--- src/rtl/psum_acc_ctrl.sv ---
// Read-modify-write accumulation sequencer for one PE's psum scratchpad.
// Optional feature macro: PSUM_SAT_EN (saturating adds with a sticky out_sat flag).
module psum_acc_ctrl #(
  parameter int unsigned PSUM_W = 24,
  parameter int unsigned PROD_W = 16,
  parameter int unsigned LEN_W  = 8
) (
  input  logic              clk,
  input  logic              rst,
  input  logic              start,
  input  logic [LEN_W-1:0]  cfg_len,
  input  logic              cfg_chain,
  output logic              busy,
  input  logic              prod_valid,
  input  logic [PROD_W-1:0] prod_data,
  output logic              prod_ready,
  input  logic              psin_valid,
  input  logic [PSUM_W-1:0] psin_data,
  output logic              psin_ready,
  output logic              out_valid,
  output logic [PSUM_W-1:0] out_data,
  input  logic              out_ready,
  output logic              out_sat,
  output logic              done,
  output logic              spad_wen,
  output logic [PSUM_W-1:0] spad_wdata,
  output logic              spad_ren,
  input  logic [PSUM_W-1:0] spad_rdata
);

  typedef enum logic [1:0] {StIdle, StAcc, StAdd, StOut} state_e;

  state_e            state_q, state_d;
  logic [LEN_W-1:0]  count_q, count_d;
  logic [LEN_W-1:0]  len_q, len_d;
  logic              chain_q, chain_d;
  logic              start_job;

  logic [PSUM_W:0]   rd_ext, prod_ext, psin_ext, addend, sum;
  logic [PSUM_W-1:0] sum_f;

  // Sums carry one guard bit so overflow is visible before f() is applied.
  assign rd_ext   = {spad_rdata[PSUM_W-1], spad_rdata};
  assign prod_ext = {{(PSUM_W + 1 - PROD_W){prod_data[PROD_W-1]}}, prod_data};
  assign psin_ext = {psin_data[PSUM_W-1], psin_data};
  assign addend   = (state_q == StAdd) ? psin_ext : prod_ext;
  assign sum      = rd_ext + addend;

`ifdef PSUM_SAT_EN
  logic clamp;
  logic sat_q, sat_d;

  always_comb begin
    clamp = 1'b0;
    sum_f = sum[PSUM_W-1:0];
    if (sum[PSUM_W] != sum[PSUM_W-1]) begin
      clamp = 1'b1;
      sum_f = sum[PSUM_W] ? {1'b1, {(PSUM_W - 1){1'b0}}} : {1'b0, {(PSUM_W - 1){1'b1}}};
    end
  end

  always_comb begin
    sat_d = sat_q;
    if (start_job) begin
      sat_d = 1'b0;
    end else if (spad_wen && clamp) begin
      sat_d = 1'b1;
    end
  end

  always_ff @(posedge clk) begin
    if (rst) begin
      sat_q <= 1'b0;
    end else begin
      sat_q <= sat_d;
    end
  end

  assign out_sat = (state_q == StOut) && sat_q;
`else
  logic unused_guard;

  assign unused_guard = sum[PSUM_W];
  assign sum_f        = sum[PSUM_W-1:0];
  assign out_sat      = 1'b0;
`endif

  // Static decodes depend on state only, so spad_rdata never feeds back into spad_ren.
  assign start_job  = (state_q == StIdle) && start;
  assign busy       = (state_q != StIdle);
  assign prod_ready = (state_q == StAcc);
  assign psin_ready = (state_q == StAdd);
  assign out_valid  = (state_q == StOut);
  assign spad_ren   = (state_q == StAcc) || (state_q == StAdd) || (state_q == StOut);
  assign out_data   = (state_q == StOut) ? spad_rdata : '0;
  assign done       = (state_q == StOut) && out_ready;

  always_comb begin
    state_d    = state_q;
    count_d    = count_q;
    len_d      = len_q;
    chain_d    = chain_q;
    spad_wen   = 1'b0;
    spad_wdata = '0;
    unique case (state_q)
      StIdle: begin
        if (start) begin
          spad_wen = 1'b1;
          count_d  = '0;
          len_d    = cfg_len;
          chain_d  = cfg_chain;
          if (cfg_len != '0) begin
            state_d = StAcc;
          end else if (cfg_chain) begin
            state_d = StAdd;
          end else begin
            state_d = StOut;
          end
        end
      end
      StAcc: begin
        if (prod_valid) begin
          spad_wen   = 1'b1;
          spad_wdata = sum_f;
          count_d    = count_q + LEN_W'(1);
          if (count_q == len_q - LEN_W'(1)) begin
            state_d = chain_q ? StAdd : StOut;
          end
        end
      end
      StAdd: begin
        if (psin_valid) begin
          spad_wen   = 1'b1;
          spad_wdata = sum_f;
          state_d    = StOut;
        end
      end
      StOut: begin
        if (out_ready) begin
          state_d = StIdle;
        end
      end
      default: state_d = StIdle;
    endcase
  end

  always_ff @(posedge clk) begin
    if (rst) begin
      state_q <= StIdle;
      count_q <= '0;
      len_q   <= '0;
      chain_q <= 1'b0;
    end else begin
      state_q <= state_d;
      count_q <= count_d;
      len_q   <= len_d;
      chain_q <= chain_d;
    end
  end

endmodule
--- config.mk ---
export PLATFORM = sky130hd
export DESIGN_NAME = psum_acc_ctrl
export DESIGN_NICKNAME = d
export VERILOG_FILES = /design/src/rtl/psum_acc_ctrl.sv
export SDC_FILE = /design/constraint.sdc
export NUM_CORES = 1
export LEC_CHECK = 0
export CAP_MARGIN = 20
export CORE_MARGIN = 2
export CORE_UTILIZATION = 30
export CTS_CLUSTER_DIAMETER = 50
export DETAILED_ROUTE_END_ITERATION = 7
export GPL_TIMING_DRIVEN = 0
export PLACE_DENSITY_LB_ADDON = 0.12
export SLEW_MARGIN = 20
export SYNTH_ARGS = -nofsm -noshare
export SYNTH_HDL_FRONTEND = slang
export SYNTH_SLANG_ARGS = --single-unit
--- constraint.sdc ---
create_clock -name clk -period 4.83 [get_ports clk]
set_input_delay 1.449 -clock clk [delete_from_list [all_inputs] [get_ports clk]]
set_output_delay 1.449 -clock clk [all_outputs]
set_load 0.01 [all_outputs]
# Word level (Yosys, flattened, before mapping)
# Cells that the tools add are included.
[classes]
addsub = 3
n_mux = 21
reduce_logical = 10
eq_ne = 9
[op_table]
columns = ["operator", "count"]
rows = [
  ["two-way mux 24 bit", 4],
  ["one-hot mux 24 bit (2 select lines)", 1],
  ["adder 24 bit", 1],
  ["two-way mux 8 bit", 2],
  ["one-hot mux 8 bit (2 select lines)", 1],
  ["two-way mux 2 bit", 6],
  ["adder 8 x 1 -> 8 bit, second input constant", 1],
  ["equality test 8 bit", 1],
  ["one-hot mux 2 bit (4 select lines)", 1],
  ["nonzero test 8 bit", 1],
  ["subtractor 8 x 1 -> 8 bit, second input constant", 1],
  ["inequality test 2 bit, second input constant", 3],
  ["two-way mux 1 bit", 5],
  ["AND reduction 5 bit", 1],
  ["equality test 2 bit, second input constant", 2],
  ["inequality test 2 x 1 -> 1 bit, second input constant", 2],
  ["nonzero test 2 bit", 2],
  ["one-hot mux 1 bit (3 select lines)", 1],
  ["AND reduction 3 bit", 1],
  ["equality test 2 x 1 -> 1 bit, second input constant", 1],
  ["logical NOT 2 bit", 1],
  ["logical OR 1 bit", 2],
  ["AND reduction 2 bit", 1],
  ["logical AND 1 bit", 1],
]
[word_totals]
out_inout_bits = 56
ff_bits = 19
word_cells = 47
inputBits = 79

# Logic depth before layout (Yosys ltp)
# Gate-level depths: netlist of the first run.
[depth]
depth_word = 5
depth_mapped = 14
mapped_depth_nobuf = 12

# Worst setup path before layout of the first run
# OpenSTA, ideal clock, no wires.
[synth_timing]
kind = "in2out"
startpoint = "in psin_data[0]"
endpoint = "out spad_wdata[20]"
required_ps = 3381
path_buffers = 0
arrival_ps = 3582
cell_stages = 10
path_slack_ps = -201
cell_sequence = "mux2_2 > ha_1 > inv_1 > fa_1 > nand3b_1 > a21oi_1 > a211oi_2 > or4_1 > nand2_1 > mux2_2"
[synth_via]
elab_chain_len = 4
elab_cells_between_ends = 5
cone_classes = "add/sub (1); mux (4)"
[synth_rtl]
columns = ["element", "line", "rtl"]
rows = [
  ["from (decl)", "18", "input logic [PSUM_W-1:0] psin_data,"],
  ["two-way mux 24 bit (*)", "46", "assign addend = (state_q == StAdd) ? psin_ext : prod_ext;"],
  ["adder 24 bit (*)", "47", "assign sum = rd_ext + addend;"],
  ["two-way mux 24 bit (on tied branches)", "132, 122", ""],
  ["one-hot mux 24 bit (2 select lines) (*)", "105", "unique case (state_q)"],
  ["to (decl)", "26", "output logic [PSUM_W-1:0] spad_wdata,"],
]
# Every way passes the cells marked *; elsewhere a longest branch is shown, timed or not.

# Worst setup path in the final report of the first run
[layout_timing]
startpoint = "in prod_data[0]"
endpoint = "out spad_wdata[20]"
[layout_via]
elab_chain_len = 4
elab_cells_between_ends = 5
cone_classes = "add/sub (1); mux (4)"
[layout_rtl]
columns = ["element", "line", "rtl"]
rows = [
  ["from (decl)", "15", "input logic [PROD_W-1:0] prod_data,"],
  ["two-way mux 24 bit (*)", "46", ""],
  ["adder 24 bit (*)", "47", ""],
  ["two-way mux 24 bit (on tied branches)", "132, 122", ""],
  ["one-hot mux 24 bit (2 select lines) (*)", "105", ""],
]
# Marks and branches as above.

==> impl_results.md, run 1 <==
- Vias per cell: between 5 and 6
- Clock slew at reported path FFs: roughly 80 ps
- Floorplan die width: ~100 um
- Fraction of final layout cells sized beyond drive strength 1: 0.3236
- Async set-or-reset flop fraction in the synthesized netlist: 0
- Run status: finished with violations
- Largest net degree at the start of global routing: 12
- Final sum of negative setup slack: -2338 ps
- Clock Sinks: 19
- Count of flip-flops with a built-in enable after synthesis: 0
- Register-to-register setup slack: about 2500 ps
- Peak supply drop: 0.0001593 V
- Mean area per synthesized cell: 7.229 um2
- YS warnings: 0
- Final WL: approximately 11000 um
- Number of levels the H-tree was split into: 1
- Data arrival time of the critical path: 3770 ps
- DIE HEIGHT: around 100 um
- Setup slack after placement: -1208 ps
- Setup WS post-layout: -384.0 ps
- Hold slack final: between 400 and 500 ps
- Number of cells produced by synthesis: approximately 410
- Number of placed instances, taps included: about 670
- Startpoint of the worst register-to-register path: len_q[0]$_SDFFE_PP0P_
- Cell variety after synth: between 50 and 60
- Portion of total power attributed to combinational logic: 0.847
- Final critical path time including I/O delays and setup: roughly 5200 ps
- Maximum clock path buffer count: 2
- Pwr/cell area: 388.8 nW/um2
- Worst Hold Path EP: chain_q$_SDFFE_PP0P_
- CTS tree: built
- Total placed instance area: ~4500 um2
- Initial drt markers: 85
- Count of pins over their slew limit: 0
- Post-route non-filler standard cell count: approximately 720
- Reported leakage power: ~2.2 nW
- Worst max-slew margin expressed relative to the limit: 0.5965
- Crit path capture type: output port
- Total vias in the final route: 3617
- Number of buffers inserted during clock tree synthesis: 3
- Count of final hold-check violations: 0
- Period Utilization, post-route: 1.080
- Reported net switching power: between 0.9 and 1 mW
- Final core area utilization: 0.5537
- Number of global-route vias before repair: ~3700
- Post-route cell area: 5338 um2
- Post-DR wirelength/cell: about 15 um
- Clk network pwr share: 0.054
- DRC: 0
- Worst clock skew: roughly 11 ps
- Post-synth net total: 519
- Setup violators final: 11
- Number of synthesized register bits: 19
- Max Fanout on Critical Path: 2
- Internal portion of total power: roughly 1.1 mW
- Least-Margin Pin Slew: just over 600 ps
- Iteration count of the initial detailed-routing pass: 4
- Initial antenna violation count: 1
- Violated checks: setup timing
- Worst hold path startpoint: chain_q$_SDFFE_PP0P_
- Type of the worst min-delay path: reg2reg
- CORE AREA: ~9600 um2
- RSZ-0062 raised after global routing: yes
- F_max: 191.8 MHz
- Synthesis-to-finish area growth: 82.31%
- Sequential fraction of the synthesis area: 0.1299
- DRT antenna net count: 0
- Area of the mapped netlist: just under 3000 um2
- First-pass GRT wire length: around 17000 um
- IO buf count: 133
- Final RePlAce weighted congestion: approximately 0.80
- Overall routing resource usage: 0.2015
- Site Rows: 36
- Root buffer cell: clkbuf_8
- Final nets: 699
- Reg power frac: 0.099
- Switching share of power: 0.4604
- Count of max-cap constraint violations: 0
- Grt ovf: 0
- Die area: about 11000 um2
- Required time at the worst-slack endpoint: approximately 3400 ps
- Worst r2r path cells: 8
- Num ports: between 100 and 150
- Crit path launch: prod_data[0]
- Instance count along the most critical hold path: 2
- Half-perimeter wire length of the detailed placement result: slightly below 8000 um
- Latest clock arrival within the worst-skew pair: 260 ps
- Setup Crit Path Kind: in2out
- Predominant post-synthesis flop cell: dfxtp_1
- CP Launch Type: input port
- Initial core utilization: 0.3037
- Total power draw: 2.075 mW
- FF-to-FF End: state_q[1]$_SDFFE_PP0P_
[registers in the layout (all words and copies together) (netlist names)]
name	count
state_q	2
len_q	8
count_q	8
chain_q	1
[repair_timing]
item	4_1_cts	5_1_grt
pin swaps	55	26
setup endpoints to repair	23	20
resized for setup	268	37
setup buffers	36	7
endpoints found under the hold margin	0	0
hold buffers	0	0
[layout by cell type, fill, tap and decap left out, drive strengths merged, types with 8 or more instances in the layout]
master	n
dfxtp	19
and2	28
clkdlybuf4s50	65
nor2	37
xnor2	14
nand2	59
mux2	17
a21oi	27
nor3	19
xor2	14
buf	79
nand4	8
o21ai	17
clkbuf	15
dlygate4sd2	21
ha	34
clkdlybuf4s15	8
inv	18
[power by group through the flow]
| stage | combinational, mW | clock [mW] | sequential, mW |
|---|---|---|---|
| final | 1.76 | 0.112 | 0.206 |
| after global routing | 1.91 | 0.122 | 0.210 |
| after global placement | 1.30 | 0 | 0.209 |
| after CTS | 1.66 | 0.116 | 0.206 |
| after detailed placement | 1.31 | 0 | 0.210 |
| after floorplan | 0.881 | 0 | 0.202 |
[worst max path at each step]
stage                           endpoint  cells after the start
after CTS                 spad_wdata[20]                     12
after floorplan           spad_wdata[20]                     10
after global placement    spad_wdata[20]                     12
final                     spad_wdata[20]                     12
after detailed placement  spad_wdata[20]                     12
after global routing      spad_wdata[20]                     12
[cell usage after synthesis, drive strengths merged, types with 3 or more instances]
library cell,number,area share
a211oi,6,0.017
a21o,4,0.010
a21oi,27,0.046
a22oi,3,0.0077
and2,28,0.060
and3,3,0.0064
buf,5,0.012
clkbuf,9,0.012
dfxtp,19,0.13
ha,34,0.15
inv,18,0.023
mux2,17,0.065
nand2,59,0.076
nand2b,6,0.013
nand3,6,0.010
nand3b,3,0.0077
nand4,8,0.017
nor2,37,0.047
nor2b,3,0.0064
nor3,19,0.032
o21a,5,0.013
o21ai,17,0.029
o31ai,4,0.010
or3,3,0.0064
xnor2,14,0.042
xor2,14,0.042
[final cells by class]
class / count / area [um2]
Sequential cell: 19 / 380.4
Buffer: 14 / 87.58
Antenna cell: 1 / 2.502
Tap cell: 133 / 166.4
Timing Repair Buffer: 175 / 1563
Multi-Input combinational cell: 354 / 3024
Inverter: 18 / 67.56
Clock buffer: 3 / 41.29
Fill cell: 930 / 4302
Clock inverter: 1 / 5.005
[metal layers]
metal,GRT usage,share of wire,up-vias,routed length (um)
met5,0,0,-,0
met4,0.04858,0.018,0,202
met3,0.03864,0.061,21,666
met2,0.3781,0.52,118,5674
met1,0.2351,0.40,1688,4410
li1,-,-,1790,-
[worst max-delay path: stages]
cell,delay [ps]
buf_6,60
mux2_4,140
ha_4,140
inv_2,40
fa_2,350
nand3b_1,230
a21oi_4,230
a211oi_4,90
or4_1,500
nand2_1,100
mux2_4,300
buf_6,120
[cell families (layout without fill, tap and decap cells)]
family,count (synthesis),after routing,share of synthesized area
AOI/OAI and AO/OA,88,88,0.2111
xor gates and xnor gates,28,28,0.08376
adders and majority gates,35,35,0.1521
buffers and inverters,32,211,0.04657
DFF,19,19,0.1299
muxes,19,19,0.07222
other,1,2,0.001281
and+or+nand+nor,183,183,0.3030
Power figures use the tool's default switching activity.
==> inputs of run 2 (changes only) <==
- ABC_AREA: unset -> 1
- CORE_MARGIN: 2 -> unset
==> impl_results.md, run 2 <==
- Predominant post-synthesis flop cell: dfxtp_1
- Number of global-route vias before repair: 4152 (+13%)
- Least-Margin Pin Slew: 614.2 ps (+9.644 ps)
- Period Utilization, post-route: 0.9865 (-0.09304)
- Area share of the leading cell type in the synthesized netlist: 0.1593 (+0.01402)
- Main combinational cell family by area after synthesis: simple AND/OR/NAND/NOR gates
- Count of flip-flops with a built-in enable after synthesis: 0 (unchanged)
- Half-perimeter wire length of the detailed placement result: 9408 um (+19%)
- Initial core utilization: 0.3081 (+0.004346)
- Synthesis-to-finish area growth: 86.70%
- Data arrival time of the critical path: 3320 ps (-450 ps)
- Sequential fraction of the synthesis area: 0.1196 (-0.01032)
- Root buffer cell: clkbuf_8
- IO buf count: 133 (unchanged)
- Max Fanout on Critical Path: 3 (+1)
- Post-route cell area: 5938 um2 (+11%)
- DIE HEIGHT: 105.0 um (+2.1%)
- Num ports: 135 (unchanged)
- CTS tree: built
- Most instantiated library cell after synthesis: nand2_1
- Total placed instance area: 4682 um2 (+4.6%)
- Fraction of the mapped netlist area in adder cells: 0.1400 (-0.01209)
- Initial antenna violation count: 0 (-1)
- Area of the multi-input gates: 3282 um2 (+8.5%)
- Clock slew at reported path FFs: 70 ps (about the same)
- Fraction of final layout cells sized beyond drive strength 1: 0.3102 (-0.01347)
- Type of the worst min-delay path: reg2reg
- Number of placed instances, taps included: 831 (+24%)
- Initial drt markers: 199 (+130%)
- Count of pins over their slew limit: 0 (unchanged)
- Cell variety after synth: 38 (-32%)
- Final critical path time including I/O delays and setup: 4765 ps (-449.4 ps)
- CORE AREA: 10320 um2 (+7.1%)
- Largest registers: count_q (8), len_q (8), state_q (2)
- Post-Synth XOR/XNOR Area: 0.01652 (-0.06724)
- Total vias in the final route: 4262 (+18%)
- Async set-or-reset flop fraction in the synthesized netlist: 0 (unchanged)
- Final sum of negative setup slack: 0 ps (+2338 ps)
- Pwr/cell area: 396.0 nW/um2 (+1.8%)
- Top library cells by usage in the layout, fill and taps aside: nand2_1 (107), nor2_1 (79), inv_1 (75)
- Sequential cell area: 381.6 um2 (+0.33%)
- Count of max-cap constraint violations: 0 (unchanged)
- Number of fill cells: 930 (unchanged)
- Grt ovf: 0 (unchanged)
- Count of final hold-check violations: 0 (unchanged)
- Quantity of hold-fixing buffers added after cts: 0 (unchanged)
- YS warnings: 0 (unchanged)
- DRT antenna net count: 0 (unchanged)
- Site Rows: 37 (+2.8%)
- Main area contributors after synthesis: nand2_1 (16%), ha_1 (13%), dfxtp_1 (12%)
- Post-synth net total: 676 (+30%)
- Iteration count of the initial detailed-routing pass: 4 (unchanged)
- Number of synthesized register bits: 19 (unchanged)
- Number of levels the H-tree was split into: 1 (unchanged)
- Number of buffers inserted during clock tree synthesis: 3 (unchanged)
- Largest net degree at the start of global routing: 11 (-1)
- Floorplan die width: 105.0 um (+2.1%)
- Leading cell type in the layout, fill and taps excluded: nand2_1
- Reported leakage power: 2.965 nW (+33%)
- Maximum clock path buffer count: 2 (unchanged)
- Area of the mapped netlist: 3181 um2 (+8.6%)
- Final WL: 12640 um (+15%)
- Crit path capture type: output port
- Worst max-slew margin expressed relative to the limit: 0.5905 (-0.005996)
- Worst clock skew: 4.077 ps (-7.192 ps)
- CP Launch Type: input port
- Peak supply drop: 0.0001789 V (+12%)
- Dominant cell type by area after synthesis: nand2_1
- First-pass GRT wire length: 19320 um (+12%)
- Mean area per synthesized cell: 5.659 um2 (-22%)
- Latest clock arrival within the worst-skew pair: 260 ps (about the same)
- Number of cells produced by synthesis: 562 (+39%)
- Simple-gate share of the synthesized area: 0.3619 (+0.05893)
- Final RePlAce weighted congestion: 0.8609 (+7.8%)
- Required time at the worst-slack endpoint: 3380 ps (about the same)
- Die area: 11020 um2 (+4.3%)
- DRC: 0 (unchanged)
- Clock Sinks: 19 (unchanged)
- Post-DR wirelength/cell: 14.30 um (-6.3%)
- Proportion of synthesized area in mux cells: 0.05311 (-0.01911)
- Run status: complete, no violations
- Vias per cell: 4.821 (-4.3%)
- Count of antenna diodes in the layout: 0 (-1)
- Setup violators final: 0 (-11)
- Setup Crit Path Kind: in2out
- Post-route non-filler standard cell count: 884 (+23%)
- Compound-gate portion of the synthesized area: 0.1857 (-0.02543)
- F_max: 209.9 MHz (+9.4%)
- Commonest cells in the synthesized netlist: nand2_1 (135), nor2_1 (100), inv_1 (83)
- Hold slack final: 490.7 ps (+28.61 ps)
- Final nets: 863 (+23%)
- Overall routing resource usage: 0.2170 (+0.01549)
## run 2: cell count changes after synthesis, sizes merged, moves of 6 or more
cell,previous run,this run
xor2,14,4
nor2,37,102
nand3,6,24
nand2,59,138
a21oi,27,49
nor3,19,8
xnor2,14,2
nand2b,6,0
inv,18,86
o21ai,17,39
and2,28,1
## run 2: cell families after synthesis
group           after synthesis
compound gates              106
xor+xnor                      6
fa+ha+maj                    35
buf+inv                      98
flops                        19
mux                          15
other cells                   1
simple gates                282
## run 2: cell type report
cell class                 count  share of cell area
tap                          136             0.02866
clock buffer                   4            0.007585
inverter                      87             0.05584
sequential                    19             0.06426
multi-input combinational    445              0.5527
timing repair buffer         183              0.2809
buffer                        10             0.01011
## run 2: critical path, stage by stage
cell and delay (ps):
dlygate4sd2_1 230, mux2_4 300, ha_4 230, a21oi_4 150
a21boi_2 200, nor2_1 70, nor2_1 110, nand2_2 90
buf_4 140, a21oi_1 170, buf_2 160
## run 2: metrics by stage
stage,setup WS (ps),utilization,power (mW)
finish,65.33,0.5752,2.351
global route,-10.14,0.5752,2.539
CTS,-57.32,0.5298,2.076
detailed placement,-982.4,0.4535,1.585
global placement,-962.0,0.4535,1.581
floorplan,303.4,-,1.110
## run 2: routing by layer
layer / vias to the layer above / share of wire / track usage
met4: 0 / 0.0081 / 0.04024
met2: 82 / 0.54 / 0.4328
met1: 1998 / 0.42 / 0.2524
met3: 8 / 0.038 / 0.01185
met5: - / 0 / 0
li1: 2174 / - / -
## run 2: power by group
| part | total (mW) | switching, mW | internal (mW) | leakage [nW] |
|---|---|---|---|---|
| registers | 0.224 | 0.0359 | 0.188 | 0.156 |
| logic | 2.01 | 1.08 | 0.936 | 2.79 |
| clock network | 0.115 | 0.0558 | 0.0588 | 0.0228 |
## run 2: final timing paths
check | cells past startpoint | endpoint | slack [ps] | startpoint
max | 11 | spad_wdata[14] | 70 | prod_data[9]
min | 2 | len_q[1]$_SDFFE_PP0P_ | 490 | len_q[1]$_SDFFE_PP0P_
max reg2reg | 12 | count_q[7]$_SDFFE_PP0P_ | 2850 | state_q[1]$_SDFFE_PP0P_
min reg2reg | 2 | len_q[1]$_SDFFE_PP0P_ | 490 | len_q[1]$_SDFFE_PP0P_
## run 2: what timing repair did
| item | CTS | global route |
|---|---|---|
| resized for setup | 244 | 108 |
| pin swaps | 71 | 70 |
| buffers inserted | 36 | 14 |
| setup endpoints to repair | 23 | 22 |
| gates cloned | 0 | 0 |
==> inputs of run 3 (changes only) <==
- CAP_MARGIN: 20 -> 10
- TNS_END_PERCENT: unset -> 100
==> results of run 3 <==
Final layout, timing and power as in run 2 (identical DEF).
